### src/rtl/memory_map_pkg.sv
// memory_map_pkg: shared region/state types and address-map constants for memory_mapper
package memory_map_pkg;
  typedef enum logic [1:0] {RGN_ROM, RGN_RAM, RGN_IO, RGN_UNMAPPED} region_e;
  typedef enum logic [1:0] {S_IDLE, S_MEM_WAIT, S_IO_WAIT, S_RESP} state_e;
  localparam logic [15:0] ROM_BASE = 16'h0000;
  localparam logic [15:0] RAM_BASE = 16'h8000;
  localparam logic [15:0] IO_BASE = 16'hC000;
  localparam logic [15:0] DEAD_WORD = 16'hDEAD;
endpackage

### src/rtl/memory_mapper_if.sv
// memory_mapper_if: CPU-side read/write request bus of memory_mapper
// master drives rd_req/rd_addr and wr_req/wr_addr/wr_data; slave returns rd_ready/rd_data/rd_valid
interface memory_mapper_if #(
  parameter int DATA_W = 16,
  parameter int ADDR_W = 16
);
  logic rd_req, rd_ready, rd_valid, wr_req;
  logic [ADDR_W-1:0] rd_addr, wr_addr;
  logic [DATA_W-1:0] rd_data, wr_data;
  modport master(output rd_req, rd_addr, wr_req, wr_addr, wr_data, input rd_ready, rd_data, rd_valid);
  modport slave(input rd_req, rd_addr, wr_req, wr_addr, wr_data, output rd_ready, rd_data, rd_valid);
endinterface

### src/rtl/memory_decode.sv
// memory_decode: combinational address decoder, addr_i -> region_o and I/O channel ch_o
module memory_decode
  import memory_map_pkg::*;
#(
  parameter int N_IO = 4,
  parameter int IO_WIN_W = 10,
  localparam int CH_W = 14 - IO_WIN_W
)(
  input  logic [15:0]     addr_i,
  output region_e         region_o,
  output logic [CH_W-1:0] ch_o
);
  assign ch_o = addr_i[13:IO_WIN_W];
  always_comb
    region_o = addr_i[15] == ROM_BASE[15] ? RGN_ROM :
               addr_i[14] == RAM_BASE[14] ? RGN_RAM :
               int'(ch_o) >= N_IO ? RGN_UNMAPPED : RGN_IO;
endmodule

### src/rtl/memory_mapper.sv
// memory_mapper: routes CPU reads/writes to ROM, RAM or N_IO I/O channels with sticky bus error
// Ports: clock/reset_n, bus (read/write request interface), rom_*, ram_*, io_* device ports,
// err_clr/bus_error/err_addr error reporting.
module memory_mapper
  import memory_map_pkg::*;
#(
  parameter int DATA_W = 16,
  parameter int ADDR_W = 16,
  parameter int N_IO = 4,
  parameter int IO_WIN_W = 10,
  parameter int IO_TIMEOUT = 15,
  parameter int SHADOW_EN = 1
)(
  input  logic                   clock,
  input  logic                   reset_n,
  memory_mapper_if.slave         bus,
  output logic [14:0]            rom_addr,
  input  logic [DATA_W-1:0]      rom_q,
  output logic [13:0]            ram_rdaddr,
  output logic [13:0]            ram_wraddr,
  output logic [DATA_W-1:0]      ram_wdata,
  output logic                   ram_wren,
  input  logic [DATA_W-1:0]      ram_q,
  output logic [IO_WIN_W-1:0]    io_addr,
  output logic [DATA_W-1:0]      io_wdata,
  output logic [N_IO-1:0]        io_wen,
  output logic [N_IO-1:0]        io_ren,
  input  logic [N_IO*DATA_W-1:0] io_rdata,
  input  logic [N_IO-1:0]        io_rvalid,
  input  logic                   err_clr,
  output logic                   bus_error,
  output logic [ADDR_W-1:0]      err_addr
);
  localparam int CH_W = 14 - IO_WIN_W;
  localparam int TW = $clog2(IO_TIMEOUT + 1);
  state_e state_q, state_d;
  region_e rrgn, wrgn, rgn_q, rgn_d;
  logic [CH_W-1:0] rch, wch, ch_q, ch_d;
  logic [ADDR_W-1:0] addr_q, addr_d, err_addr_q, err_addr_d;
  logic [DATA_W-1:0] data_q, data_d;
  logic [TW-1:0] tmr_q, tmr_d;
  logic [N_IO-1:0] ren_q, ren_d;
  logic err_q, err_d, accept, io_hit, tmo, rd_err, wr_err;
  memory_decode #(.N_IO(N_IO), .IO_WIN_W(IO_WIN_W)) u_rd_dec (.addr_i(bus.rd_addr), .region_o(rrgn), .ch_o(rch));
  memory_decode #(.N_IO(N_IO), .IO_WIN_W(IO_WIN_W)) u_wr_dec (.addr_i(bus.wr_addr), .region_o(wrgn), .ch_o(wch));
  always_comb begin
    accept = bus.rd_req && state_q == S_IDLE;
    io_hit = state_q == S_IO_WAIT && io_rvalid[ch_q];
    tmo = state_q == S_IO_WAIT && !io_hit && tmr_q == TW'(IO_TIMEOUT - 1);
    rd_err = (accept && rrgn == RGN_UNMAPPED) || tmo;
    wr_err = bus.wr_req && (wrgn == RGN_UNMAPPED || (wrgn == RGN_ROM && SHADOW_EN == 0));
    state_d = state_q;
    addr_d = addr_q;
    rgn_d = rgn_q;
    ch_d = ch_q;
    data_d = data_q;
    tmr_d = tmr_q == TW'(IO_TIMEOUT) ? tmr_q : tmr_q + 1'b1;
    ren_d = '0;
    case (state_q)
      S_IDLE: if (bus.rd_req) begin
        addr_d = bus.rd_addr;
        rgn_d = rrgn;
        ch_d = rch;
        tmr_d = '0;
        data_d = rrgn == RGN_UNMAPPED ? '0 : data_q;
        ren_d = rrgn == RGN_IO ? N_IO'(1) << rch : '0;
        state_d = rrgn == RGN_IO ? S_IO_WAIT : rrgn == RGN_UNMAPPED ? S_RESP : S_MEM_WAIT;
      end
      S_MEM_WAIT: begin
        data_d = rgn_q == RGN_ROM ? rom_q : ram_q;
        state_d = S_RESP;
      end
      S_IO_WAIT: if (io_hit || tmo) begin
        data_d = io_hit ? io_rdata[ch_q*DATA_W +: DATA_W] : DATA_W'(DEAD_WORD);
        state_d = S_RESP;
      end
      default: state_d = S_IDLE;
    endcase
    err_d = rd_err || wr_err ? 1'b1 : err_clr ? 1'b0 : err_q;
    err_addr_d = rd_err ? (tmo ? addr_q : bus.rd_addr) : wr_err ? bus.wr_addr : err_addr_q;
  end
  // Memories sample the live address in IDLE so data is ready one cycle after acceptance.
  assign rom_addr = state_q == S_IDLE ? bus.rd_addr[14:0] : addr_q[14:0];
  assign ram_rdaddr = state_q == S_IDLE ? bus.rd_addr[13:0] : addr_q[13:0];
  // Posted writes are combinational; gating with reset_n keeps strobes low while in reset.
  assign ram_wren = reset_n && bus.wr_req && wrgn == RGN_RAM;
  assign ram_wraddr = bus.wr_addr[13:0];
  assign ram_wdata = bus.wr_data;
  assign io_wdata = bus.wr_data;
  assign io_wen = !(reset_n && bus.wr_req) ? '0 :
                  wrgn == RGN_IO ? N_IO'(1) << wch :
                  wrgn == RGN_ROM && SHADOW_EN != 0 ? N_IO'(1) : '0;
  // io_addr is shared: a posted I/O write takes it for its single cycle.
  assign io_addr = |io_wen ? bus.wr_addr[IO_WIN_W-1:0] : addr_q[IO_WIN_W-1:0];
  assign io_ren = ren_q;
  assign bus.rd_ready = state_q == S_IDLE;
  assign bus.rd_valid = state_q == S_RESP;
  assign bus.rd_data = data_q;
  assign bus_error = err_q;
  assign err_addr = err_addr_q;
  always_ff @(posedge clock or negedge reset_n)
    if (!reset_n) begin
      state_q <= S_IDLE;
      addr_q <= '0;
      rgn_q <= RGN_ROM;
      ch_q <= '0;
      data_q <= '0;
      tmr_q <= '0;
      ren_q <= '0;
      err_q <= 1'b0;
      err_addr_q <= '0;
    end else begin
      state_q <= state_d;
      addr_q <= addr_d;
      rgn_q <= rgn_d;
      ch_q <= ch_d;
      data_q <= data_d;
      tmr_q <= tmr_d;
      ren_q <= ren_d;
      err_q <= err_d;
      err_addr_q <= err_addr_d;
    end
endmodule
### src/flat_wrapper.sv
// flat-port wrapper written by rule: the top's interface ports become plain ports
module memory_mapper_flat import memory_map_pkg::*;
#(
  parameter int DATA_W = 16,
  parameter int ADDR_W = 16,
  parameter int N_IO = 4,
  parameter int IO_WIN_W = 10,
  parameter int IO_TIMEOUT = 15,
  parameter int SHADOW_EN = 1
)
  (clock, reset_n, rom_addr, rom_q, ram_rdaddr, ram_wraddr, ram_wdata, ram_wren, ram_q, io_addr, io_wdata, io_wen, io_ren, io_rdata, io_rvalid, err_clr, bus_error, err_addr, bus_rd_req, bus_rd_addr, bus_wr_req, bus_wr_addr, bus_wr_data, bus_rd_ready, bus_rd_data, bus_rd_valid);
  memory_mapper_if #(.DATA_W(DATA_W), .ADDR_W(ADDR_W)) bus_i ();
  input  logic clock;
  input  logic reset_n;
  output logic [14:0] rom_addr;
  input  logic [DATA_W-1:0] rom_q;
  output logic [13:0] ram_rdaddr;
  output logic [13:0] ram_wraddr;
  output logic [DATA_W-1:0] ram_wdata;
  output logic ram_wren;
  input  logic [DATA_W-1:0] ram_q;
  output logic [IO_WIN_W-1:0] io_addr;
  output logic [DATA_W-1:0] io_wdata;
  output logic [N_IO-1:0] io_wen;
  output logic [N_IO-1:0] io_ren;
  input  logic [N_IO*DATA_W-1:0] io_rdata;
  input  logic [N_IO-1:0] io_rvalid;
  input  logic err_clr;
  output logic bus_error;
  output logic [ADDR_W-1:0] err_addr;
  input wire logic [$bits(bus_i.rd_req)-1:0] bus_rd_req;
  input wire logic [$bits(bus_i.rd_addr)-1:0] bus_rd_addr;
  input wire logic [$bits(bus_i.wr_req)-1:0] bus_wr_req;
  input wire logic [$bits(bus_i.wr_addr)-1:0] bus_wr_addr;
  input wire logic [$bits(bus_i.wr_data)-1:0] bus_wr_data;
  output wire logic [$bits(bus_i.rd_ready)-1:0] bus_rd_ready;
  output wire logic [$bits(bus_i.rd_data)-1:0] bus_rd_data;
  output wire logic [$bits(bus_i.rd_valid)-1:0] bus_rd_valid;
  assign bus_i.rd_req = bus_rd_req;
  assign bus_i.rd_addr = bus_rd_addr;
  assign bus_i.wr_req = bus_wr_req;
  assign bus_i.wr_addr = bus_wr_addr;
  assign bus_i.wr_data = bus_wr_data;
  assign bus_rd_ready = bus_i.rd_ready;
  assign bus_rd_data = bus_i.rd_data;
  assign bus_rd_valid = bus_i.rd_valid;
  memory_mapper #(.DATA_W(DATA_W), .ADDR_W(ADDR_W), .N_IO(N_IO), .IO_WIN_W(IO_WIN_W), .IO_TIMEOUT(IO_TIMEOUT), .SHADOW_EN(SHADOW_EN)) u_core (.clock(clock), .reset_n(reset_n), .bus(bus_i), .rom_addr(rom_addr), .rom_q(rom_q), .ram_rdaddr(ram_rdaddr), .ram_wraddr(ram_wraddr), .ram_wdata(ram_wdata), .ram_wren(ram_wren), .ram_q(ram_q), .io_addr(io_addr), .io_wdata(io_wdata), .io_wen(io_wen), .io_ren(io_ren), .io_rdata(io_rdata), .io_rvalid(io_rvalid), .err_clr(err_clr), .bus_error(bus_error), .err_addr(err_addr));
endmodule
### config.mk
export PLATFORM = sky130hd
export DESIGN_NAME = memory_mapper_flat
export DESIGN_NICKNAME = d
export VERILOG_FILES = /design/src/rtl/memory_map_pkg.sv /design/src/rtl/memory_mapper_if.sv /design/src/rtl/memory_decode.sv /design/src/rtl/memory_mapper.sv /design/src/flat_wrapper.sv
export SDC_FILE = /design/constraint.sdc
export NUM_CORES = 1
export LEC_CHECK = 0
export CAP_MARGIN = 20
export CORE_MARGIN = 5
export CORE_UTILIZATION = 25
export CTS_CLUSTER_DIAMETER = 100
export DETAILED_ROUTE_END_ITERATION = 12
export HOLD_SLACK_MARGIN = 0.06
export SLEW_MARGIN = 20
export SYNTH_ARGS = -nofsm -noshare
export SYNTH_HDL_FRONTEND = slang
export SYNTH_SLANG_ARGS = --single-unit
### constraint.sdc
create_clock -name clock -period 2.7 [get_ports clock]
set_input_delay 0.54 -clock clock [delete_from_list [all_inputs] [get_ports clock]]
set_output_delay 0.54 -clock clock [all_outputs]
set_load 0.01 [all_outputs]
==> impl_metrics.csv <==
group,metric,value,unit
outcome,status,"finished, final reports clean",
critical_path,crit_type,"input pin to primary output",
critical_path,critPathCapture,"io_addr[9]",
timing,setup_slack,0.0643,ns
place,dpl_cell_area,6820,um2
detailed_routing,drt_wl_total,17.4,mm
timing,rsz0062_at_grt,"no",
clock_network,cts.clk_slew.worst_paths,0.05,ns
synthesis,syn-num-nets,595,
layout,syn_to_final_growth,61.2,%
critical_path,crit_slowest_cell,"clkdlybuf4s50_1",
detailed_routing,ant_nets,0,
place,portBuffers,233,
place,dp_slack,-0.226,ns
clock_network,clockBufferDepth,2,
floorplanning,core_region_area,17800,um2
clock_network,clk_latency,0.34,ns
floorplanning,fp.dieH,144,um
timing,drv_slew,0,
critical_path,path_cells,"clkdlybuf4s50_1, nand2_1, a21oi_2, buf_6, buf_4, mux2_2, clkdlybuf4s15_1",
clock_network,cts-root-buf,"clkbuf_16",
critical_path,crit_path_end_kind,"primary output",
global_routing,grt_max_degree,62,
layout,fin_area,7260,um2
floorplanning,rows,49,
worst_hold_path,holdCritPathClass,"input pin to asynchronous set/reset pin",
power_and_ir_drop,ir_drop,0.672,mV
detailed_routing,avgRoutedWirePerCell,20.0,um
global_routing,grt.busiest_layer,"met2",
global_routing,antenna_found_initial,0,
critical_path,path_buf_inv,4,
critical_path,rr_startpoint,"u_core.addr_q[11]$_DFFE_PN0P_",
job,maxCapViolCount,0,
synthesis,async_flop_share,100,%
timing,finalCriticalPeriod,2.64,ns
critical_path,cp_data_arrival_time,2.10,ns
layout,final_cell_mix,"clkdlybuf4s50_1 (213), dfrtp_1 (61), mux2_2 (44)",
clock_network,clock_sinks,61,
floorplanning,die_area,20800,um2
layout,multi_input_area,2310,um2
detailed_routing,drtIter0Drc,189,
global_routing,grtUsageTotal,16.1,%
critical_path,path_max_fanout,6,
timing,skew,0.00646,ns
critical_path,ff2ff_path_depth,4,
critical_path,start_kind,"input pin",
detailed_routing,viasPerCell,4.87,
critical_path,slowest_delay,0.49,ns
layout,seqCellArea,1530,um2
clock_network,cts_buffers,9,
detailed_routing,drc,0,
synthesis,syn_inst,436,
timing,worst_pin_slew,0.821,ns
layout,layout.nets,792,
place,dp_hpwl,13.7,mm
place,finalWeightedCongestion,0.886,
critical_path,critPathLaunch,"bus_wr_addr[14]",
detailed_routing,dr.pass1.iters,4,
timing,final_hold_viol_count,0,
synthesis,synth_top_flop_cell,"dfrtp_1",
critical_path,r2r_end,"u_core.bus.rd_data[6]$_DFFE_PN0P_",
critical_path,path_depth,7,
synthesis,yosysSeqAreaShare,33.9,%
critical_path,rrSetupSlack,0.43,ns
global_routing,met3_usage,4.96,%
floorplanning,die_w,144,um
synthesis,yosys.cell_types.count,46,
layout,final_common_cell,"clkdlybuf4s50_1",
synthesis,yosys_warnings,0,
synthesis,synth_edf_count,0,
critical_path,required,2.16,ns
layout,utilization,40.7,%
timing,period_share,97.6,%
global_routing,grtUsageMet2,27.9,%
synthesis,avgSynthCellArea,10.3,um2
layout,diodes,0,
detailed_routing,vias,4222,
global_routing,met1_usage,19.5,%
critical_path,critPathTopFamily,"buffers and inverters",
synthesis,ys_ff_latch,61,
clock_network,cts_tree,"done",
timing,slew_headroom,45.3,%
timing,fmax,0.379,GHz
timing,setup_violations,0,
power_and_ir_drop,powerDensity,987,nW/um2
floorplanning,io_pins,282,
floorplanning,initial_core_util,25.3,%
global_routing,gr-total-overflow,0,
synthesis,netlist_area,4510,um2
global_routing,grt_pass1_wl,25.7,mm
layout,drive_gt1_share,21.8,%
clock_network,postCtsHoldBufs,0,
global_routing,grt_pass1_vias,4612,
clock_network,htreeDepth,3,
layout,n_fill_cell,1732,
power_and_ir_drop,leakage,3.02,nW
==> cells by family after synthesis <==
group / after synthesis / share of synthesized area, %
muxes: 78 / 23.4
adders and majority gates: 6 / 1.67
and+or+nand+nor: 77 / 8.47
buffers and inverters: 118 / 15.4
DFF: 61 / 33.9
AOI/OAI and AO/OA: 95 / 17.0
xor gates and xnor gates: 1 / 0.194
==> worst min-delay path by stage <==
stage                                  startpoint                                 end  slack, ns  cells past startpoint
6_report                                  reset_n        u_core.bus_error$_DFFE_PN0P_       0.47                      2
5_1_grt        u_core.bus.rd_data[14]$_DFFE_PN0P_  u_core.bus.rd_data[14]$_DFFE_PN0P_       0.52                      1
4_1_cts               u_core.rgn_q[1]$_DFFE_PN0P_         u_core.rgn_q[1]$_DFFE_PN0P_       0.50                      2
3_5_place_dp      u_core.err_addr[14]$_DFFE_PN0P_     u_core.err_addr[14]$_DFFE_PN0P_       0.48                      1
3_3_place_gp          u_core.rgn_q[1]$_DFFE_PN0P_         u_core.rgn_q[1]$_DFFE_PN0P_       0.48                      2
2_1_floorplan                             reset_n        u_core.addr_q[0]$_DFFE_PN0P_       0.24                      0
==> per-layer routing <==
layer | part of all wire [%] | vias up
met3 | 8.2 | 32
li1 | - | 1942
met5 | 0 | -
met2 | 50 | 178
met1 | 40 | 2070
met4 | 1.9 | 0
==> cells in the mapped netlist (3+ instances only) <==
master    count  share of area, %
o211ai_1     22               3.7
dfrtp_1      61                34
buf_2         5              0.56
buf_4        61                10
and3_1        4              0.56
mux2_2       44                11
mux2i_1      16               3.6
a22o_1       16               3.1
ha_1          6               1.7
nand2_1      24               2.0
nand3_1       9               1.0
nor3_1       16               1.8
a221oi_1      4              0.78
mux4_2       17               8.5
a21oi_1       5              0.56
nor3b_1       3              0.50
o22a_1        3              0.58
inv_1        32               2.7
clkbuf_1     16               1.3
a221oi_2      9               3.0
nor2_1        8              0.67
o21ai_0      21               2.3
==> flip-flops by register name, indices dropped and copies added (netlist names) <==
register / cells
u_core.io_ren: 4
u_core.bus.rd_data: 16
u_core.err_addr: 16
u_core.tmr_q: 4
u_core.rgn_q: 2
u_core.state_q: 2
u_core.addr_q: 16
u_core.bus_error: 1
==> where the power goes <==
| group | internal, mW | leakage [nW] | switching (mW) |
|---|---|---|---|
| sequential | 1.27 | 0.742 | 0.330 |
| clock | 0.977 | 0.176 | 0.427 |
| combinational | 2.33 | 2.10 | 1.84 |
==> metrics by stage <==
| step | cells | hold slack [ns] | TNS, ns | power (mW) |
|---|---|---|---|---|
| final | 867 | 0.465 | 0 | 7.17 |
| after global routing | 867 | 0.519 | 0 | 7.62 |
| after CTS | 865 | 0.503 | 0 | 7.19 |
| after detailed placement | 845 | 0.476 | -2.41 | 5.76 |
| after global placement | 845 | 0.480 | -1.99 | 5.69 |
| after floorplan | 436 | 0.244 | 0 | 4.01 |
==> worst reg2reg max path: cells and delay by family (launching register included) <==
family	cells	cell delay, ns
multiplexers	1	0.42
AO/OA/AOI/OAI	3	1.14
flip-flops	1	0.63
==> what timing repair did <==
| item | 4_1_cts | 5_1_grt |
|---|---|---|
| setup endpoints to repair | 39 | 35 |
| pin swaps | 2 | 1 |
| cloned | 0 | 1 |
| hold endpoints to repair | 0 | 0 |
| buffers inserted | 4 | 1 |
| gates resized for setup | 22 | 8 |
==> cell type report <==
| type | count | share of cell area, % |
|---|---|---|
| sequential | 61 | 21.0 |
| clock buffer | 13 | 3.72 |
| timing repair buffer | 272 | 36.6 |
| inverter | 32 | 1.65 |
| multi-input combinational | 257 | 31.9 |
| tap | 229 | 3.94 |
| clock inverter | 3 | 1.24 |
Power figures use the tool's default switching activity.
